<file path="src/rtl/motor_pkg.sv">
// Types and constants shared by the motor speed path (blip conditioner and RPM calculator).
package motor_pkg;

    localparam int unsigned CLK_HZ   = 32'd50_000_000;
    localparam int unsigned PERIOD_W = 32'd32;

    typedef enum logic [0:0] {
        STALLED = 1'b0,
        RUN     = 1'b1
    } cond_state_t;

    // Saturating increment so a stopped motor never wraps back to a small period.
    function automatic logic [PERIOD_W-1:0] sat_inc(input logic [PERIOD_W-1:0] v);
        logic [PERIOD_W-1:0] r;
        if (&v) begin
            r = v;
        end else begin
            r = v + PERIOD_W'(1);
        end
        return r;
    endfunction

endpackage

</file>
<file path="src/rtl/blip_conditioner_sync_filter.sv">
// Two-flop synchroniser on the raw hall input followed by a consecutive-sample glitch filter.
module sync_filter #(
    parameter int unsigned FILTER_CYCLES = 64
) (
    input  logic clk50M,
    input  logic reset_n,
    input  logic din,
    output logic dout
);

    localparam logic [16:0] FILT_LIM = 17'(FILTER_CYCLES);

    logic        sync1_q, sync1_d;
    logic        hall_s_q, hall_s_d;
    logic [15:0] cnt_q, cnt_d;
    logic        dout_q, dout_d;
    logic [16:0] cnt_inc_s;

    // Next-state: count consecutive disagreeing samples, toggle output when the run is long enough.
    always_comb begin
        sync1_d   = din;
        hall_s_d  = sync1_q;
        cnt_inc_s = {1'b0, cnt_q} + 17'd1;
        cnt_d     = cnt_q;
        dout_d    = dout_q;
        if (hall_s_q == dout_q) begin
            cnt_d = 16'd0;
        end else if (cnt_inc_s == FILT_LIM) begin
            cnt_d  = 16'd0;
            dout_d = ~dout_q;
        end else begin
            cnt_d = cnt_inc_s[15:0];
        end
    end

    // State registers with synchronous active-low reset.
    always_ff @(posedge clk50M) begin
        if (!reset_n) begin
            sync1_q  <= 1'b0;
            hall_s_q <= 1'b0;
            cnt_q    <= 16'd0;
            dout_q   <= 1'b0;
        end else begin
            sync1_q  <= sync1_d;
            hall_s_q <= hall_s_d;
            cnt_q    <= cnt_d;
            dout_q   <= dout_d;
        end
    end

    assign dout = dout_q;

endmodule

</file>
<file path="src/rtl/blip_conditioner.sv">
// Hall input conditioner: filtered blips, rising-edge strobe, edge-to-edge period and stall flag.
module blip_conditioner
    import motor_pkg::*;
#(
    parameter int unsigned          FILTER_CYCLES = 64,
    parameter logic [PERIOD_W-1:0]  STALL_CYCLES  = 32'd25_000_000
) (
    input  logic                clk50M,
    input  logic                reset_n,
    input  logic                hall_raw,
    output logic                blips,
    output logic                edge_pulse,
    output logic [PERIOD_W-1:0] period,
    output logic                period_valid,
    output logic                stalled
);

    logic                blips_s;
    logic                rise_s;
    logic                blips_prev_q, blips_prev_d;
    logic                edge_pulse_q, edge_pulse_d;
    logic [PERIOD_W-1:0] cnt_q, cnt_d;
    logic [PERIOD_W-1:0] period_q, period_d;
    logic                period_valid_q, period_valid_d;
    logic                stalled_q, stalled_d;
    cond_state_t         state_q, state_d;

    sync_filter #(
        .FILTER_CYCLES(FILTER_CYCLES)
    ) u_sync_filter (
        .clk50M (clk50M),
        .reset_n(reset_n),
        .din    (hall_raw),
        .dout   (blips_s)
    );

    // Next-state: everything keyed off the rise so strobe, period and stall flag land together.
    always_comb begin
        rise_s         = blips_s & ~blips_prev_q;
        blips_prev_d   = blips_s;
        edge_pulse_d   = rise_s;
        period_d       = period_q;
        period_valid_d = 1'b0;
        state_d        = state_q;
        stalled_d      = stalled_q;
        if (rise_s) begin
            cnt_d = PERIOD_W'(1);
        end else begin
            cnt_d = sat_inc(cnt_q);
        end
        case (state_q)
            STALLED: begin
                if (rise_s) begin
                    state_d   = RUN;
                    stalled_d = 1'b0;
                end else begin
                    stalled_d = 1'b1;
                end
            end
            RUN: begin
                // An edge arriving on the timeout cycle still counts as a valid period.
                if (rise_s) begin
                    period_d       = cnt_q;
                    period_valid_d = 1'b1;
                    stalled_d      = 1'b0;
                end else if (cnt_q == STALL_CYCLES) begin
                    state_d   = STALLED;
                    stalled_d = 1'b1;
                end else begin
                    stalled_d = 1'b0;
                end
            end
            default: begin
                state_d   = STALLED;
                stalled_d = 1'b1;
            end
        endcase
    end

    // Registers for edge detection, period counter and FSM with synchronous active-low reset.
    always_ff @(posedge clk50M) begin
        if (!reset_n) begin
            blips_prev_q   <= 1'b0;
            edge_pulse_q   <= 1'b0;
            cnt_q          <= '0;
            period_q       <= '0;
            period_valid_q <= 1'b0;
            state_q        <= STALLED;
            stalled_q      <= 1'b1;
        end else begin
            blips_prev_q   <= blips_prev_d;
            edge_pulse_q   <= edge_pulse_d;
            cnt_q          <= cnt_d;
            period_q       <= period_d;
            period_valid_q <= period_valid_d;
            state_q        <= state_d;
            stalled_q      <= stalled_d;
        end
    end

    assign blips        = blips_s;
    assign edge_pulse   = edge_pulse_q;
    assign period       = period_q;
    assign period_valid = period_valid_q;
    assign stalled      = stalled_q;

endmodule
</file>
<file path="config.mk">
export PLATFORM = sky130hd
export DESIGN_NAME = blip_conditioner
export DESIGN_NICKNAME = d
export VERILOG_FILES = /design/src/rtl/motor_pkg.sv /design/src/rtl/blip_conditioner_sync_filter.sv /design/src/rtl/blip_conditioner.sv
export SDC_FILE = /design/constraint.sdc
export NUM_CORES = 1
export LEC_CHECK = 0
export ABC_AREA = 1
export ABC_CLOCK_PERIOD_IN_PS = 1700
export BUFFER_PORTS_ARGS = -buffer_cell sky130_fd_sc_hd__buf_4
export CAP_MARGIN = 5
export CORE_MARGIN = 4
export CORE_UTILIZATION = 53
export DETAILED_ROUTE_END_ITERATION = 10
export GPL_ROUTABILITY_DRIVEN = 0
export PLACE_DENSITY = 0.78
export SLEW_MARGIN = 20
export SYNTH_ARGS = -nofsm -noshare
export SYNTH_HDL_FRONTEND = slang
export SYNTH_SLANG_ARGS = --single-unit
export TNS_END_PERCENT = 5
</file>
<file path="constraint.sdc">
create_clock -name clk50M -period 1.7 [get_ports clk50M]
set_input_delay 0.17 -clock clk50M [delete_from_list [all_inputs] [get_ports clk50M]]
set_output_delay 0.17 -clock clk50M [all_outputs]
set_load 0.05 [all_outputs]
</file>
==> impl_results.md, run 1 <==
* Top FF cell, synth: dfxtp_1
* Post-synth top area cell: dfxtp_1
* Post-route clock period utilization at 1.076
* Endpoints failing setup at 17
* Layout Skew at ~0.012 ns
* Register area share after synthesis at 0.4124
* Worst r2r path cells at 9
* CTS sink cnt at 88
* Antenna Nets Post-Route at 0
* Post-synthesis cell area at 4272 µm²
* First-pass GRT wire length at 21,150 µm
* Slew headroom at 0.7490
* Wl on met1 at 5371 µm
* Clock slew at reported path FFs at 0.09 ns
* I/O pin count at 39
* Final wirelength at approximately 13,000 µm
* Req. time, crit path at between 1.5 and 2 ns
* Fillcell total at between 600 and 700
* Hold path start: reset_n
* Final antenna diode count at 0
* Uppermost layer routed: met4
* Via-per-instance ratio at ~5.7
* Cell Pwr Density at a little over 700 nW/µm²
* Grt total ovfl at 0
* DRC Markers at 0
* H-Tree Depth at 3
* Highest clock rate at between 500 and 600 MHz
* Hold Slack at ~0.040 ns
* Max-Cap Viols at 0
* Largest net degree at the start of global routing at 34
* Crit-path max FO at 6
* Cts bufs inserted at 9
* Mean Syn Cell Area at 6.738 µm²
* Commonest non-fill, non-tap cell in the layout: nand2_1
* FF-to-FF Start: u_sync_filter.cnt_q[1]$_SDFF_PP0_
* Top-area cell type share of the netlist area at 0.4124
* CTS tree: built
* Die Height at about 100 µm
* Dpl hpwl at slightly below 9000 µm
* Post-synthesis instance total at between 600 and 700
* Leakage at 2.316 nW
* All-Layer GR Usage at 0.2663
* TNS Setup at -1.937 ns
* Commonest non-fill, non-tap cells in the layout: 163 x nand2_1, 96 x buf_4, 83 x inv_1, 74 x dfxtp_1, 72 x nand3_1
* Syn-to-layout area delta at 32.43%
* Nets at approximately 730
* Status: finished, violations left
* Worst setup path startpoint: u_sync_filter.cnt_q[1]$_SDFF_PP0_
* Post-synth cell types at 29
* Crit end category: flip-flop
* Root Buffer: clkbuf_8
* Synth warnings at 0
* Crit path time final at between 1.5 and 2 ns
* First DRT Iteration DRCs at between 400 and 500
* Share of cells above drive strength 1 at 0.2654
* CP max stage delay at 0.38 ns
* DP Worst Slack at -0.1466 ns
* Critical Path Stages at 9
* Met2 WL at roughly 6300 µm
* Hold depth at 3
* Final Max Slew Viols at 0
* Setup crit start kind: flip-flop
* Post-synth EDFFs at 0
* Post-synthesis register bit count at 88
* Unrepaired setup endpoints after global routing: yes
* Initial Util at 0.5499
* Core ar. at approximately 8000 µm²
* Final Hold Viols at 0
* Routed wl met3 at approximately 1300 µm
* Most used cell, CP: nor2_4
* Routed len/inst at 16.11 µm
* Syn_nets at 641
* Failing checks: setup timing
* Worst slew pin tran at around 0.38 ns
* DR vias at between 4,000 and 5,000
* I/O Buffers at 38
* Die footprint at around 9600 µm²
* Die X at approximately 100 µm
* Worst setup margin at -0.1295 ns
* Initial antenna violation count at 0
* Vias in the first global route at roughly 4,600
* Cell Rows at 32
* CP max stage cell: dfxtp_4
* Crit path DAT at 2.08 ns
* Delay-heaviest family, CP: simple AND/OR/NAND/NOR gates
* Initial DRT Pass Iterations at 5
* Peak supply drop at 0.4769 mV
* Crit path cell chain: ha_4 > nand3_4 > o21ai_1 > nand2_2 > nor2_4 > nand3_2 > nor2_4 > buf_6 > nor3_1
* Worst skew pair latency at between 0.3 and 0.4 ns
* Buf+Inv Stages, Crit Path at 1
* Post-synthesis async set-or-reset flop share at 0
* Kind of critical path: flip-flop to flip-flop
* Max Root-Sink Buffers at 2
* Synth top area cells: dfxtp_1 41%, nand2_1 15%, nand3_1 9.3%
* Hold Path Class: input port to flip-flop
-- layout make-up --
class	instances	area, µm²	share of cell area
Clock inverter	6	115.1	0.02035
Multi-Input combinational cell	438	2365	0.4180
Tap cell	102	127.6	0.02256
Inverter	87	326.6	0.05773
Clock buffer	10	137.6	0.02433
Timing Repair Buffer	102	795.8	0.1407
Sequential cell	88	1789	0.3163
-- flip-flops by register name (all words and copies together) (netlist names) --
name and cells:
blips_prev_q 1, cnt_q 32, state_q 1, edge_pulse 1, period_valid 1, u_sync_filter.cnt_q 16, u_sync_filter.hall_s_d 1, u_sync_filter.hall_s_q 1
stalled 1, period 32, u_sync_filter.dout 1
-- worst paths after layout --
kind	end	slack, ns
worst max-delay path	u_sync_filter.cnt_q[11]$_SDFF_PP0_	-0.13
worst min-delay path	u_sync_filter.hall_s_d$_SDFF_PN0_	0.04
worst max register to register	u_sync_filter.cnt_q[11]$_SDFF_PP0_	-0.13
worst min register to register	u_sync_filter.hall_s_q$_SDFF_PN0_	0.43
-- synth_stat cells, drive strengths merged (3+ instances only) --
library cell and n:
nand2 173, dfxtp 88, inv 86, nand3 81, nor2 52, a21oi 41, nor3 21, nand4 20
clkbuf 17, nor3b 10, o21ai 8, xor2 7, a31oi 6, nor4 6, buf 4, ha 4
xnor2 4, o21bai 3
-- report_power, final --
group	total [mW]	leakage [nW]	switching, mW	internal [mW]
clock network	1.82	0.123	0.794	1.02
logic	0.0970	1.48	0.0649	0.0321
registers	2.07	0.718	0.00858	2.06
-- stage by stage --
| stage | total power, mW | util | cells | area, µm² |
|---|---|---|---|---|
| detailed placement | 2.207 | 0.6503 | 809 | 5051 |
| floorplan | 2.171 | - | 634 | 4293 |
| CTS | 3.996 | 0.6999 | 830 | 5436 |
| global route | 4.079 | 0.7283 | 833 | 5657 |
| global placement | 2.205 | 0.6503 | 809 | 5051 |
| finish | 3.986 | 0.7283 | 833 | 5657 |
-- worst reg2reg max path, delay by kind of cell (launching register included) --
family | cells | cell delay, ns
and+or+nand+nor | 6 | 0.75
adders and majority gates | 1 | 0.18
buffers and inverters | 1 | 0.16
AOI/OAI and AO/OA | 1 | 0.26
DFF | 1 | 0.38
-- layer usage --
metal,track usage,up-vias
met1,0.3478,2174
met4,0.1054,0
met3,0.05143,63
met2,0.4349,312
li1,-,2238
met5,0,-
-- cell families (layout without fill, tap and decap cells) --
| group | Yosys count | after routing | share of synthesized area |
|---|---|---|---|
| flops | 88 | 88 | 0.4124 |
| xor+xnor | 11 | 11 | 0.02255 |
| compound gates | 58 | 58 | 0.07147 |
| buf+inv | 108 | 205 | 0.09754 |
| simple gates | 365 | 365 | 0.3843 |
| fa+ha+maj | 4 | 4 | 0.01172 |
-- repair_timing --
action	in CTS	in global routing
gates cloned	1	0
endpoints found under the setup margin	23	47
endpoints found under the hold margin	1	0
gates resized for setup	25	58
hold buffers	1	0
setup buffers	3	3
pin swaps	4	15
Power figures use the tool's default switching activity.
==> run 2: changes to the inputs <==
--- a/config.mk
+++ b/config.mk
@@ -17,5 +17,6 @@
 export SLEW_MARGIN = 20
 export SYNTH_ARGS = -nofsm -noshare
 export SYNTH_HDL_FRONTEND = slang
+export SYNTH_HIERARCHICAL = 1
 export SYNTH_SLANG_ARGS = --single-unit
 export TNS_END_PERCENT = 5
==> impl_results.md, run 2 <==
* Antenna Nets Post-Route at 0 (unchanged)
* Clock slew at reported path FFs at 0.09 ns (about the same)
* Dpl hpwl at 8099 µm (-8.3%)
* Final wirelength at 11,110 µm (-17%)
* H-Tree Depth at 3 (unchanged)
* Commonest non-fill, non-tap cells in the layout: 201 x nand2_1, 77 x dfxtp_1, 75 x nand3_1, 74 x inv_1, 74 x nor2_1
* DRC Markers at 0 (unchanged)
* I/O pin count at 39 (unchanged)
* Setup crit start kind: flip-flop
* Psw at 809.1 µW (-6.7%)
* Slew headroom at 0.6775 (-0.07150)
* Crit path DAT at 1.96 ns (-0.12 ns)
* Max-Cap Viols at 0 (unchanged)
* Total power at 3.679 mW (-7.7%)
* Post-CTS Setup Bufs at 0 (-3)
* Post-synth cell types at 29 (unchanged)
* Unrepaired setup endpoints after global routing: yes
* Final Hold Viols at 0 (unchanged)
* Register area share after synthesis at 0.4038 (-0.008634)
* Worst slew pin tran at 0.4826 ns (+0.1065 ns)
* Post-synthesis cell area at 4363 µm² (+2.1%)
* Highest clock rate at 582.9 MHz (+6.6%)
* Routed len/inst at 13.31 µm (-17%)
* Crit path cell chain: ha_4 > nand3_4 > inv_4 > nand2_1 > nand2_1 > nor2_1 > nand2_1 > nor2_2 > nand3_2 > o21ai_4 > buf_6 > nor2_1
* Post-route clock period utilization at 1.009 (-0.06700)
* Design Area, Final at 5281 µm² (-6.6%)
* First DRT Iteration DRCs at 249 (-46%)
* Largest net degree at the start of global routing at 34 (unchanged)
* CP max stage delay at 0.37 ns (about the same)
* Core ar. at 7848 µm² (+1.0%)
* Final Max Slew Viols at 0 (unchanged)
* Finished Core Util at 0.6730 (-0.05526)
* DR vias at 4,446 (-7.1%)
* TNS Setup at -0.04165 ns (+1.895 ns)
* Req. time, crit path at 1.94 ns (about the same)
* Most numerous cell in the Yosys netlist: nand2_1
* Die Height at 98.73 µm (+0.98%)
* Crit end category: flip-flop
* All-Layer GR Usage at 0.2299 (-0.03633)
* Reg2Reg Setup Slack at -0.02 ns (+0.11 ns)
* Clock power frac at 0.411 (-0.045)
* Failing checks: setup timing
* Mean Syn Cell Area at 6.581 µm² (-2.3%)
* Synth top area cells: dfxtp_1 40%, nand2_1 17%, nand3_1 9.1%
* Crit-path max FO at 9 (+3)
* Initial DRT Pass Iterations at 5 (unchanged)
* CP max stage cell: dfxtp_4
* Synth warnings at 6 (+6)
* Die footprint at 9748 µm² (+2.0%)
* Endpoints failing setup at 5 (-12)
* Most used cell, CP: nand2_1
* Die X at 98.73 µm (+0.98%)
* Switch share at 0.2199 (+0.002397)
* Cell Pwr Density at 696.5 nW/µm² (-1.2%)
* Status: finished, violations left
* First-pass GRT wire length at 18,470 µm (-13%)
* Initial Util at 0.5560 (+0.006027)
* Worst skew pair latency at 0.36 ns (about the same)
* Crit path time final at 1.716 ns (-0.1139 ns)
* Via-per-instance ratio at 5.325 (-7.3%)
* Top FF cell, synth: dfxtp_1
* Root Buffer: clkbuf_8
* Vias in the first global route at 4,252 (-8.2%)
* Worst setup margin at -0.01555 ns (+0.1139 ns)
* Fillcell total at 744 (+23%)
* Share of cells above drive strength 1 at 0.1910 (-0.07439)
* Leakage at 2.152 nW (-7.1%)
* Top-area cell type share of the netlist area at 0.4038 (-0.008634)
* Cts bufs inserted at 9 (unchanged)
* CTS tree: built
* Commonest cells post-synth: 203 x nand2_1, 89 x nor2_1, 88 x dfxtp_1
* Grt total ovfl at 0 (unchanged)
* Initial antenna violation count at 0 (unchanged)
* Final antenna diode count at 0 (unchanged)
* Post-synthesis register bit count at 88 (unchanged)
* DP Worst Slack at -0.07214 ns (+0.07447 ns)
* Post-synth top area cell: dfxtp_1
* Syn_nets at 670 (+4.5%)
* Kind of critical path: flip-flop to flip-flop
* Hold Path Class: input port to flip-flop
* Post-synth EDFFs at 0 (unchanged)
* Peak supply drop at 0.4084 mV (-14%)
* Cell Rows at 32 (unchanged)
* Placed cell areas at 4966 µm² (-1.7%)
* Layout Skew at 0.01277 ns (+0.001185 ns)
* Nets at 735 (+0.27%)
* Max Root-Sink Buffers at 2 (unchanged)
* Comb pwr share at 0.025 (about the same)
* Sequential share of power at 0.564 (+0.044)
* Commonest non-fill, non-tap cell in the layout: nand2_1
* Int Power at 2.870 mW (-8.0%)
* Post-synthesis instance total at 663 (+4.6%)
* Post-synthesis async set-or-reset flop share at 0 (unchanged)
* CTS sink cnt at 88 (unchanged)
* I/O Buffers at 38 (unchanged)
* Syn-to-layout area delta at 21.05%
==> run 2: cell count changes in the layout (fill, tap and decap cells not counted), sizes merged, moves of 3 or more <==
cell / previous run / this run
nor4: 6 / 0
nor3: 21 / 4
xor2: 7 / 4
buf: 101 / 73
nand3b: 0 / 3
a21oi: 41 / 46
nand2: 173 / 206
nand4: 20 / 9
nor3b: 10 / 0
nor2: 52 / 95
inv: 87 / 78
==> run 2: cell type report <==
| type | count | area [µm²] | share of cell area |
|---|---|---|---|
| sequential | 88 | 1778 | 0.3367 |
| inverter | 78 | 295.3 | 0.05591 |
| multi-input combinational | 477 | 2307 | 0.4369 |
| clock inverter | 4 | 51.30 | 0.009713 |
| clock buffer | 12 | 156.4 | 0.02961 |
| timing repair buffer | 74 | 565.5 | 0.1071 |
| tap | 102 | 127.6 | 0.02416 |
==> run 2: path summary, 6_finish.rpt <==
path,start,to,cells past startpoint
max,u_sync_filter/cnt_q[0]$_SDFF_PP0_,u_sync_filter/cnt_q[2]$_SDFF_PP0_,12
min,reset_n,u_sync_filter/hall_s_d$_SDFF_PN0_,3
max reg2reg,u_sync_filter/cnt_q[0]$_SDFF_PP0_,u_sync_filter/cnt_q[2]$_SDFF_PP0_,12
min reg2reg,u_sync_filter/hall_s_d$_SDFF_PN0_,u_sync_filter/hall_s_q$_SDFF_PN0_,2
==> run 2: cells by family (layout without fill, tap and decap cells) <==
group | Yosys count | count (layout) | synth area share
and+or+nand+nor | 402 | 402 | 0.3983
AOI/OAI and AO/OA | 63 | 63 | 0.07858
xor gates and xnor gates | 8 | 8 | 0.01606
DFF | 88 | 88 | 0.4038
buffers and inverters | 98 | 168 | 0.09177
adders and majority gates | 4 | 4 | 0.01147
==> run 2: through the flow <==
stage | std cells | hold WS, ns
after floorplan | 663 | 0.2635
after global placement | 818 | 0.3546
after detailed placement | 818 | 0.3814
after CTS | 835 | 0.03697
after global routing | 835 | 0.06708
final | 835 | 0.05580
==> run 2: critical path: cells and delay by family (launching register included) <==
| family | cells | cell delay, ns |
|---|---|---|
| simple gates | 8 | 0.68 |
| flops | 1 | 0.37 |
| buf+inv | 2 | 0.21 |
| fa+ha+maj | 1 | 0.17 |
| compound gates | 1 | 0.16 |
==> run 2: repair_timing <==
| action | CTS | global route |
|---|---|---|
| endpoints found under the hold margin | 1 | 0 |
| hold buffers | 1 | 0 |
| resized for setup | 17 | 17 |
| endpoints found under the setup margin | 17 | 48 |
| pin swaps | 1 | 1 |
==> run 2: power by group through the flow <==
| stage | combinational, mW | sequential (mW) | clock (mW) |
|---|---|---|---|
| floorplan | 0.0530 | 2.12 | 0 |
| global placement | 0.0829 | 2.12 | 0 |
| detailed placement | 0.0860 | 2.12 | 0 |
| CTS | 0.0901 | 2.07 | 1.55 |
| global route | 0.102 | 2.08 | 1.63 |
| finish | 0.0924 | 2.08 | 1.51 |
==> run 2: layer usage <==
layer,global-route usage,part of all wire,vias up
met2,0.4067,0.50,123
met3,0.04812,0.054,20
met1,0.2717,0.42,2076
met4,0.09034,0.019,0
met5,0,0,-
li1,-,-,2227
==> run 3: changes to the inputs <==
--- a/config.mk
+++ b/config.mk
@@ -9,6 +9,7 @@
 export ABC_CLOCK_PERIOD_IN_PS = 1700
 export BUFFER_PORTS_ARGS = -buffer_cell sky130_fd_sc_hd__buf_4
 export CAP_MARGIN = 5
+export CORE_ASPECT_RATIO = 1.25
 export CORE_MARGIN = 4
 export CORE_UTILIZATION = 53
 export DETAILED_ROUTE_END_ITERATION = 10
==> impl_results.md, run 3 (synthesis gave the netlist of run 2 again) <==
* Non-filler cells, final at 835 (unchanged)
* Die Height at 109.4 µm (+11%)
* Commonest non-fill, non-tap cells in the layout: 202 x nand2_1, 82 x dfxtp_1, 79 x nor2_1, 79 x buf_4, 76 x nand3_1
* Worst setup margin at -0.05110 ns (-0.03555 ns)
* Placed cell count at 818 (unchanged)
* DR vias at 4,400 (-1.0%)
* Root Buffer: clkbuf_8
* Cts bufs inserted at 9 (unchanged)
* Core ar. at 7928 µm² (+1.0%)
* DP Worst Slack at -0.07549 ns (-0.003353 ns)
* Leakage at 2.189 nW (+1.7%)
* Nets at 742 (+0.95%)
* First-pass GRT wire length at 18,850 µm (+2.1%)
* Placed cell areas at 5022 µm² (+1.1%)
* CTS tree: built
* Dpl hpwl at 8433 µm (+4.1%)
* Max-Cap Viols at 0 (unchanged)
* Peak supply drop at 0.5778 mV (+41%)
* Status: finished, violations left
* Layout Skew at 0.01179 ns (-0.0009819 ns)
* Req. time, crit path at 1.97 ns (+0.03 ns)
* I/O pin count at 39 (unchanged)
* Final Max Slew Viols at 0 (unchanged)
* Antenna Nets Post-Route at 0 (unchanged)
* Worst slew pin tran at 0.3263 ns (-0.1563 ns)
* Vias in the first global route at 4,288 (+0.85%)
* Unrepaired setup endpoints after global routing: yes
* Endpoints failing setup at 17 (+12)
* Grt total ovfl at 0 (unchanged)
* First DRT Iteration DRCs at 258 (+3.6%)
* Max Root-Sink Buffers at 2 (unchanged)
* Fillcell total at 708 (-4.8%)
* Highest clock rate at 571.1 MHz (-2.0%)
* Die footprint at 9757 µm² (about the same)
* Final Hold Viols at 0 (unchanged)
* Die X at 89.15 µm (-9.7%)
* Crit end category: flip-flop
* Kind of critical path: flip-flop to flip-flop
* CTS sink cnt at 88 (unchanged)
* H-Tree Depth at 3 (unchanged)
* Cell Pwr Density at 703.7 nW/µm² (+1.0%)
* Post-route clock period utilization at 1.030 (+0.02091)
* All-Layer GR Usage at 0.2475 (+0.01752)
* Cell Rows at 36 (+13%)
* Final antenna diode count at 0 (unchanged)
* Syn-to-layout area delta at 21.34%
* Area of the multi-input gates at 2277 µm² (-1.3%)
* I/O Buffers at 38 (unchanged)
* Reg area at 1774 µm² (-0.21%)
* Share of cells above drive strength 1 at 0.1811 (-0.009915)
* Crit-path max FO at 16 (+7)
* Initial Util at 0.5503 (-0.005616)
* Worst skew pair latency at 0.37 ns (about the same)
* Post-CTS Setup Bufs at 0 (unchanged)
* Slew headroom at 0.7825 (+0.1050)
* Initial antenna violation count at 0 (unchanged)
* Commonest non-fill, non-tap cell in the layout: nand2_1
* Crit path DAT at 2.02 ns (+0.06 ns)
* Initial DRT Pass Iterations at 5 (unchanged)
* Failing checks: setup timing
* Crit path time final at 1.751 ns (+0.03555 ns)
* DRC Markers at 0 (unchanged)
* Routed len/inst at 13.27 µm (-0.26%)
* Final wirelength at 11,080 µm (-0.26%)
* Via-per-instance ratio at 5.269 (-1.0%)
* Design Area, Final at 5294 µm² (+0.24%)
* Largest net degree at the start of global routing at 33 (-2.9%)
* TNS Setup at -0.6939 ns (-0.6523 ns)
* Clock slew at reported path FFs at 0.09 ns (about the same)
* Total power at 3.725 mW (+1.3%)
* Setup crit start kind: flip-flop
* Hold Path Class: input port to flip-flop
[run 3: cell count changes in the layout (fill, tap and decap cells not counted), sizes merged]
cell | previous run | this run
clkinvlp | 1 | 0
bufinv | 1 | 2
buf | 73 | 80
[run 3: power breakdown]
part	switching, mW	internal (mW)
registers	0.00809	2.07
logic	0.0631	0.0344
clock network	0.729	0.825
[run 3: path summary, 6_finish.rpt]
| check | from | endpoint | slack [ns] | cells past startpoint |
|---|---|---|---|---|
| max | u_sync_filter/cnt_q[0]$_SDFF_PP0_ | u_sync_filter/cnt_q[4]$_SDFF_PP0_ | -0.05 | 9 |
| min | reset_n | u_sync_filter/hall_s_q$_SDFF_PN0_ | 0.05 | 3 |
| max reg2reg | u_sync_filter/cnt_q[0]$_SDFF_PP0_ | u_sync_filter/cnt_q[4]$_SDFF_PP0_ | -0.05 | 9 |
| min reg2reg | u_sync_filter/hall_s_d$_SDFF_PN0_ | u_sync_filter/hall_s_q$_SDFF_PN0_ | 0.43 | 2 |
[run 3: what timing repair did]
action	in CTS	in global routing
hold endpoints to repair	1	0
gates resized for setup	5	14
endpoints found under the setup margin	17	36
hold buffers	1	0
pin swaps	1	1
[run 3: layout make-up]
| type | count | area share |
|---|---|---|
| Inverter | 78 | 0.05578 |
| Clock inverter | 4 | 0.01324 |
| Tap cell | 95 | 0.02245 |
| Sequential cell | 88 | 0.3351 |
| Clock buffer | 12 | 0.02553 |
| Multi-Input combinational cell | 477 | 0.4302 |
| Timing Repair Buffer | 81 | 0.1177 |
[run 3: per-layer routing]
metal  vias up  GRT usage  part of all wire
met1      2024     0.2801              0.41
met3        24    0.06447             0.045
met5         -          0                 0
met2       108     0.4357              0.52
met4         0    0.09894             0.028
li1       2244          -                 -
[run 3: critical path: stages (launching register included)]
cell	delay, ns
dfxtp_4	0.38
ha_4	0.15
nand3_4	0.12
o21bai_1	0.22
nand3_1	0.11
nor2_1	0.14
nand3_2	0.14
o21ai_4	0.17
buf_12	0.15
a21oi_1	0.05
[run 3: through the flow]
stage	hold slack, ns	utilization
floorplan	0.2635	-
global placement	0.3511	0.6335
global route	0.05558	0.6678
detailed placement	0.3715	0.6335
finish	0.04611	0.6678
CTS	0.03594	0.6632
